===== src/rtl/vrf_wb_arbiter.sv =====
// Vector register file writeback arbiter with a destination-register scoreboard.
// Grants one of ALU/LSU per cycle, registers the write port, and tracks pending writes.
module vrf_wb_arbiter #(
    parameter bit RR_EN = 1'b1
) (
    input  logic        clk,
    input  logic        rst,
    input  logic        rsv_valid,
    input  logic [4:0]  rsv_addr,
    output logic        rsv_ack,
    input  logic        chk_en,
    input  logic [4:0]  chk_raA,
    input  logic [4:0]  chk_raB,
    output logic        hazard,
    input  logic        alu_valid,
    output logic        alu_ready,
    input  logic [4:0]  alu_wa,
    input  logic [63:0] alu_wd,
    input  logic        lsu_valid,
    output logic        lsu_ready,
    input  logic [4:0]  lsu_wa,
    input  logic [63:0] lsu_wd,
    output logic        wen,
    output logic [4:0]  wa,
    output logic [63:0] wd,
    output logic [31:0] busy,
    output logic [5:0]  pend_cnt,
    output logic        idle
);

    typedef enum logic {GNT_ALU = 1'b0, GNT_LSU = 1'b1} grant_t;

    grant_t      last_grant;
    logic        alu_pick;
    logic        xfer;
    logic [4:0]  xfer_wa;
    logic [63:0] xfer_wd;
    logic        clr;
    logic [31:0] busy_nxt;

    // Handshake: a requester transfers in the cycle where its valid and ready are both
    // high; ready is combinational, never depends on a later cycle, and is low in reset.
    always_comb begin
        alu_pick  = alu_valid && (!lsu_valid || (RR_EN == 1'b0) || (last_grant == GNT_LSU));
        alu_ready = !rst && alu_pick;
        lsu_ready = !rst && lsu_valid && !alu_pick;
        xfer      = alu_ready || lsu_ready;
        xfer_wa   = alu_ready ? alu_wa : lsu_wa;
        xfer_wd   = alu_ready ? alu_wd : lsu_wd;
    end

    // A reservation to a busy register is only legal when this cycle's write retires it.
    always_comb begin
        clr     = xfer && busy[xfer_wa];
        rsv_ack = !rst && rsv_valid && (!busy[rsv_addr] || (xfer && (xfer_wa == rsv_addr)));
        busy_nxt = busy;
        if (clr)
            busy_nxt[xfer_wa] = 1'b0;
        if (rsv_ack)
            busy_nxt[rsv_addr] = 1'b1;
    end

    always_comb begin
        hazard = chk_en && (busy[chk_raA] || busy[chk_raB]);
        idle   = (pend_cnt == 6'd0) && !wen;
    end

    always_ff @(posedge clk or posedge rst) begin
        if (rst) begin
            busy       <= 32'd0;
            pend_cnt   <= 6'd0;
            wen        <= 1'b0;
            wa         <= 5'd0;
            wd         <= 64'd0;
            last_grant <= GNT_LSU;
        end else begin
            busy <= busy_nxt;
            // Set and clear together leave the bit count unchanged, even on the same register.
            if (rsv_ack && !clr && (pend_cnt != 6'd32))
                pend_cnt <= pend_cnt + 6'd1;
            else if (clr && !rsv_ack && (pend_cnt != 6'd0))
                pend_cnt <= pend_cnt - 6'd1;
            wen <= xfer;
            if (xfer) begin
                wa         <= xfer_wa;
                wd         <= xfer_wd;
                last_grant <= alu_ready ? GNT_ALU : GNT_LSU;
            end
        end
    end

endmodule


===== config.mk =====
export PLATFORM = sky130hd
export DESIGN_NAME = vrf_wb_arbiter
export DESIGN_NICKNAME = d
export VERILOG_FILES = /design/src/rtl/vrf_wb_arbiter.sv
export SDC_FILE = /design/constraint.sdc
export NUM_CORES = 1
export LEC_CHECK = 0
export ABC_CLOCK_PERIOD_IN_PS = 4100
export CAP_MARGIN = 20
export CORE_UTILIZATION = 40
export DETAILED_ROUTE_END_ITERATION = 8
export PLACE_DENSITY = 0.77
export SKIP_CTS_REPAIR_TIMING = 1
export SLEW_MARGIN = 10
export SYNTH_ARGS = -nofsm -noshare
export SYNTH_HDL_FRONTEND = slang
export SYNTH_SLANG_ARGS = --single-unit

===== constraint.sdc =====
create_clock -name clk -period 4.1 [get_ports clk]
set_clock_uncertainty 0.05 [all_clocks]
set_input_delay 0.615 -clock clk [delete_from_list [all_inputs] [get_ports clk]]
set_output_delay 0.615 -clock clk [all_outputs]
set_load 0.005 [all_outputs]

; Yosys cells after proc, flatten, opt, wreduce, memory -nomap -nowiden
; Cells that the tools add are included.
[classes]
addsub = 2
mul = 0
n_div = 0
magnitude_cmp = 6
eq_ne = 2
shift = 0
n_mux = 19
bitwise_logic = 3
reduce_logical = 30
[op_table]
columns = cell, n
row1 = two-way mux 32 bit, 2
row2 = two-way mux 64 bit, 1
row3 = AND 32 bit, 1
row4 = inverter 32 bit, 1
row5 = OR 32 bit, 1
row6 = less-than comparator 5 x 6 -> 1 bit (second input constant), 4
row7 = binary-select mux 1 bit (select 5 bit), 4
row8 = logical AND 1 bit, 16
row9 = two-way mux 6 bit, 2
row10 = demux 1 bit (select 5 bit), 2
row11 = >= comparator 5 x 1 -> 1 bit (second input constant), 2
row12 = logical NOT 1 bit, 7
row13 = two-way mux 1 bit, 7
row14 = adder 6 x 1 -> 6 bit (second input constant), 1
row15 = logical NOT 6 bit, 1
row16 = != test 6 bit (second input constant), 1
row17 = nonzero test 6 bit, 1
row18 = subtractor 6 x 1 -> 6 bit (second input constant), 1
row19 = equality test 5 bit, 1
row20 = two-way mux 5 bit, 1
row21 = logical OR 1 bit, 4
row22 = nonzero test 2 bit, 1
[word_totals]
register_bits = 109
latchBits = 0
mem_bits_rw = 0
rom_bits = 0
in_bits = 159
output_inout_bits = 113
word_cells = 68
memories = 0

; Depth between registers and ports, before layout
[logic_depth]
ltp_word = 14
mapped_depth = 21
ltp_nobuf = 17

; Worst setup path after synthesis
; OpenSTA, ideal clock, no wires.
[synth_timing]
kind = input-to-reg
startpoint = input port rst
endpoint = register pend_cnt[5]
setup_ns = 0.082
arrival_ns = 4.085
t_required_ns = 3.968
slack_ns = -0.117
stages = 18
n_path_buf = 2
cell_sequence = nand2b_1 o21ai_0 nand2_2 a2111oi_0 a2111oi_0 and4bb_4 buf_6 buf_4 or2_2 ha_1 a21o_1 a21oi_1 o21bai_1 a21oi_1 o21ai_0 a21oi_1 mux2i_1 o22ai_1
[synth_between]
elab_chain_len = 11
elab_cells_between_ends = 22
cone_classes = eq/ne: 1 / mux: 4 / reduce/logical: 17
[synth_rtl]
columns = element, line_no
row1 = from (decl), 7  ; input logic rst,
row2 = logical NOT 1 bit (no source line) (*), --
row3 = branches (longest 10 deep; another with two-way mux 6 bit), --
row4 = to (signal assigned), 80  ; pend_cnt <= pend_cnt + 6'd1;
row5 = to (signal assigned), 82  ; pend_cnt <= pend_cnt - 6'd1;
row6 = to (decl), 27  ; output logic [5:0] pend_cnt,
; Every way passes the cells marked *. The select of a mux whose other input is x is not followed.
; A chain may end at the register's enable or synchronous reset.

; Final worst setup path
[layout_timing]
startpoint = input port lsu_wa[2]
endpoint = register pend_cnt[5]
[layout_between]
elab_chain_len = 9
elab_cells_between_ends = 16
cone_classes = eq/ne: 1 / mux: 4 / reduce/logical: 11
[layout_rtl]
columns = element, line_no
row1 = from (decl), 21  ; input logic [4:0] lsu_wa,
row2 = two-way mux 5 bit (*), 48  ; xfer_wa = alu_ready ? alu_wa : lsu_wa;
row3 = branches (longest 8 deep; another with two-way mux 6 bit), --
; Marks and branches as above.

==> flow_summary.ini <==
[cts]
htree_levels = 3
insertion_delay_ns = 0.36
cts_buffer_depth = 2
cts_buffers = 9
cts_tree = built
root_buffer = clkbuf_16
clk_pin_slew_ns = 0.08
cts_sinks = 109

[routing]
route.met3.wl_mm = 2.867
wl_met1_mm = 11.08
routed_via_density = 5.791
routedWlPerCell_um = 20.45
maxUsedRoutingLayer = met4
wl_mm = 27.59
drtPass1Iterations = 5
vias = 7812
met2_length_mm = 12.65
first_iter_violations = 746
ant_nets = 0
remaining_drc_errors = 0

[power]
vdd_drop_max_mv = 0.2883
power_mw = 3.783
p_per_area_mw_per_mm2 = 341.0
power.leakage_nw = 4.680

[floorplan]
boundaryPins = 272
initial_core_util_pct = 41.48
fp.coreArea_mm2 = 0.01682
dieArea_mm2 = 0.01797
fp-row-count = 47
die_h_um = 134.1
fp.dieW_um = 134.1

[logic_synthesis]
async_reset_ff_share_pct = 100.0
ys.warnings.count = 0
yosysSeqAreaShare_pct = 39.11
netlist-cell-type-count = 79
synth_edf_count = 0
synthCells = 779
synth_area_mm2 = 0.006977
synth_flop_cell = dfrtp_1
synth_fp_nets = 943
synth.avg_cell_area_um2 = 8.956
ys_seq_elements = 109

[outcome]
status = finished, final reports clean

[worst_setup_path]
cp-start-kind = primary input
worstPathArrival_ns = 4.10
r2r_end = pend_cnt[5]
rrSetupSlack_ns = 0.38
end_kind = flop
ff2ff_path_depth = 17
worst-path-max-fanout = 6
r2r-start = last_grant
worstPathRequired_ns = 4.34
worst-setup-path-type = in2reg

[placement]
hpwlAfterDp_mm = 20.69
dp_cells = 1331
portBuffers = 271
place.gp.congestion = 1.037

[final_layout]
fin_nets = 1287
drive_gt1_share_pct = 19.33
syn_to_final_growth_pct = 59.02
instances_no_fill = 1349

[min_path]
hp-class = reg2reg
min_path_cells = 2
hp-start = last_grant
min_to = last_grant

[grt]
grt_pass1_wl_mm = 42.28
grt_max_degree = 104
antenna_found_initial = 1
grt_pass1_vias = 7606
grt_use_total_pct = 30.79
overflow = 0

[timing]
tns_ns = 0
timing.final.hold_violations = 0
setup_viol = 0
slew_viol_final = 0
relSlewSlack_pct = 33.47
rsz0062_at_grt = no
tightestPinTransition_ns = 0.9979
finalCriticalPeriod_ns = 3.863
fin_crit_sh_pct = 94.21
max_freq_mhz = 258.9

[job]
drv_cap = 0
-- synth_stat cells (3+ instances only) --
cell,number,area share (%)
o2bb2ai_1,3,0.38
nand3_1,20,1.4
buf_4,4,0.43
a2111oi_0,4,0.50
mux2i_1,14,2.0
buf_2,7,0.50
mux4_2,26,8.4
a211oi_1,5,0.54
a21oi_1,12,0.86
a22oi_1,3,0.32
nor3_1,8,0.57
nor3_2,3,0.43
nand2b_1,7,0.63
nand4_1,6,0.54
a31oi_1,72,6.5
buf_1,8,0.43
nor2b_1,9,0.81
o2111ai_1,4,0.50
a22o_1,7,0.88
clkbuf_1,39,2.1
and2_1,16,1.4
mux2_2,10,1.6
a221o_1,14,2.0
o21ai_0,12,0.86
xnor2_1,4,0.50
ha_1,4,0.72
o221ai_1,12,1.5
dfrtp_1,108,39
nor4_1,6,0.54
nand2_1,159,8.6
inv_1,25,1.3
nor2_1,84,4.5
o22ai_1,8,0.72
-- worst max-delay path by stage --
stage / startpoint / endpoint / slack (ns) / depth (start not counted)
3_5_place_dp: rsv_addr[1] / pend_cnt[5] / -0.49 / 18
3_3_place_gp: rsv_addr[1] / pend_cnt[5] / -0.42 / 18
5_1_grt: lsu_wa[2] / pend_cnt[5] / 0.01 / 17
4_1_cts: rsv_addr[1] / pend_cnt[5] / -0.11 / 18
2_1_floorplan: alu_valid / pend_cnt[5] / 0.02 / 19
6_report: lsu_wa[2] / pend_cnt[5] / 0.24 / 17
-- power by group --
| part | internal, mW | switching (mW) | total, mW |
|---|---|---|---|
| Combinational | 0.832 | 0.606 | 1.44 |
| Clock | 0.522 | 0.452 | 0.974 |
| Sequential | 1.24 | 0.133 | 1.37 |
| Total | 2.59 | 1.19 | 3.78 |
-- critical path, stage by stage --
cell and delay [ns]:
clkdlybuf4s50_1 0.63, buf_4 0.20, buf_4 0.15, a41oi_1 0.22, a211oi_1 0.28, o21ai_0 0.15
and4bb_4 0.23, or2_2 0.31, buf_4 0.16, ha_1 0.30, a21oi_2 0.15, o21bai_1 0.10
a21oi_2 0.15, o21ai_0 0.10, a21oi_1 0.14, mux2i_1 0.10, o22ai_1 0.15
-- cell usage in the layout (no fill, tap or decap), types with 7 or more instances in the layout --
cell             Yosys  routed
nand2_1            159     159
mux4_2              26      26
a21oi_1             12       9
o22ai_1              8       8
and2_1              16      16
clkbuf_16            0       9
o21ai_0             12      11
dlymetal6s2s_1       0       9
a22o_1               7       7
a31oi_1             72      72
clkdlybuf4s50_1      0     262
o221ai_1            12      12
dfrtp_1            108     108
nand3_1             20      20
mux2_2              10      10
mux2i_1             14      14
buf_4                4     119
nor2_1              84      84
nor2b_1              9       7
nor3_1               8       7
a221o_1             14      14
inv_1               25      24
-- flip-flops by register name, indices dropped and copies added, names as in the netlist --
signal,count
wd,64
busy,32
pend_cnt,6
wa,5
last_grant,1
wen,1
-- metrics by stage --
stage / hold WS [ns] / util (%) / setup slack (ns) / area [um^2]
4_1_cts: 0.4747 / 65.19 / -0.1135 / 10960
5_1_grt: 0.5043 / 65.96 / 0.01056 / 11090
6_report: 0.4675 / 65.96 / 0.2373 / 11090
2_1_floorplan: 0.4386 / - / 0.02388 / 6990
3_5_place_dp: 0.4616 / 63.27 / -0.4930 / 10640
3_3_place_gp: 0.4539 / 63.27 / -0.4155 / 10640
-- final cells by class --
type	instances	area, um^2
Clock buffer	11	252.7
Tap cell	220	275.3
Inverter	26	100.1
Multi-Input combinational cell	585	4014
Sequential cell	109	2729
Clock inverter	5	70.07
Antenna cell	1	2.502
Timing Repair Buffer	392	3651
Fill cell	1386	5724
-- cells by family after synthesis --
kind of cell             synth area share, %
buffers and inverters                  5.021
XOR/XNOR                              0.8609
flip-flops                             39.11
multiplexers                           12.23
AND/OR/NAND/NOR                        23.03
adder cells (fa/ha/maj)                1.004
AO/OA/AOI/OAI                          18.74
-- layer usage --
layer  up-vias  GRT usage, %
met5         -             0
li1       3530             -
met3        77         8.125
met2       445         46.86
met1      3760         40.94
met4         0         14.17
Power figures use the tool's default switching activity.
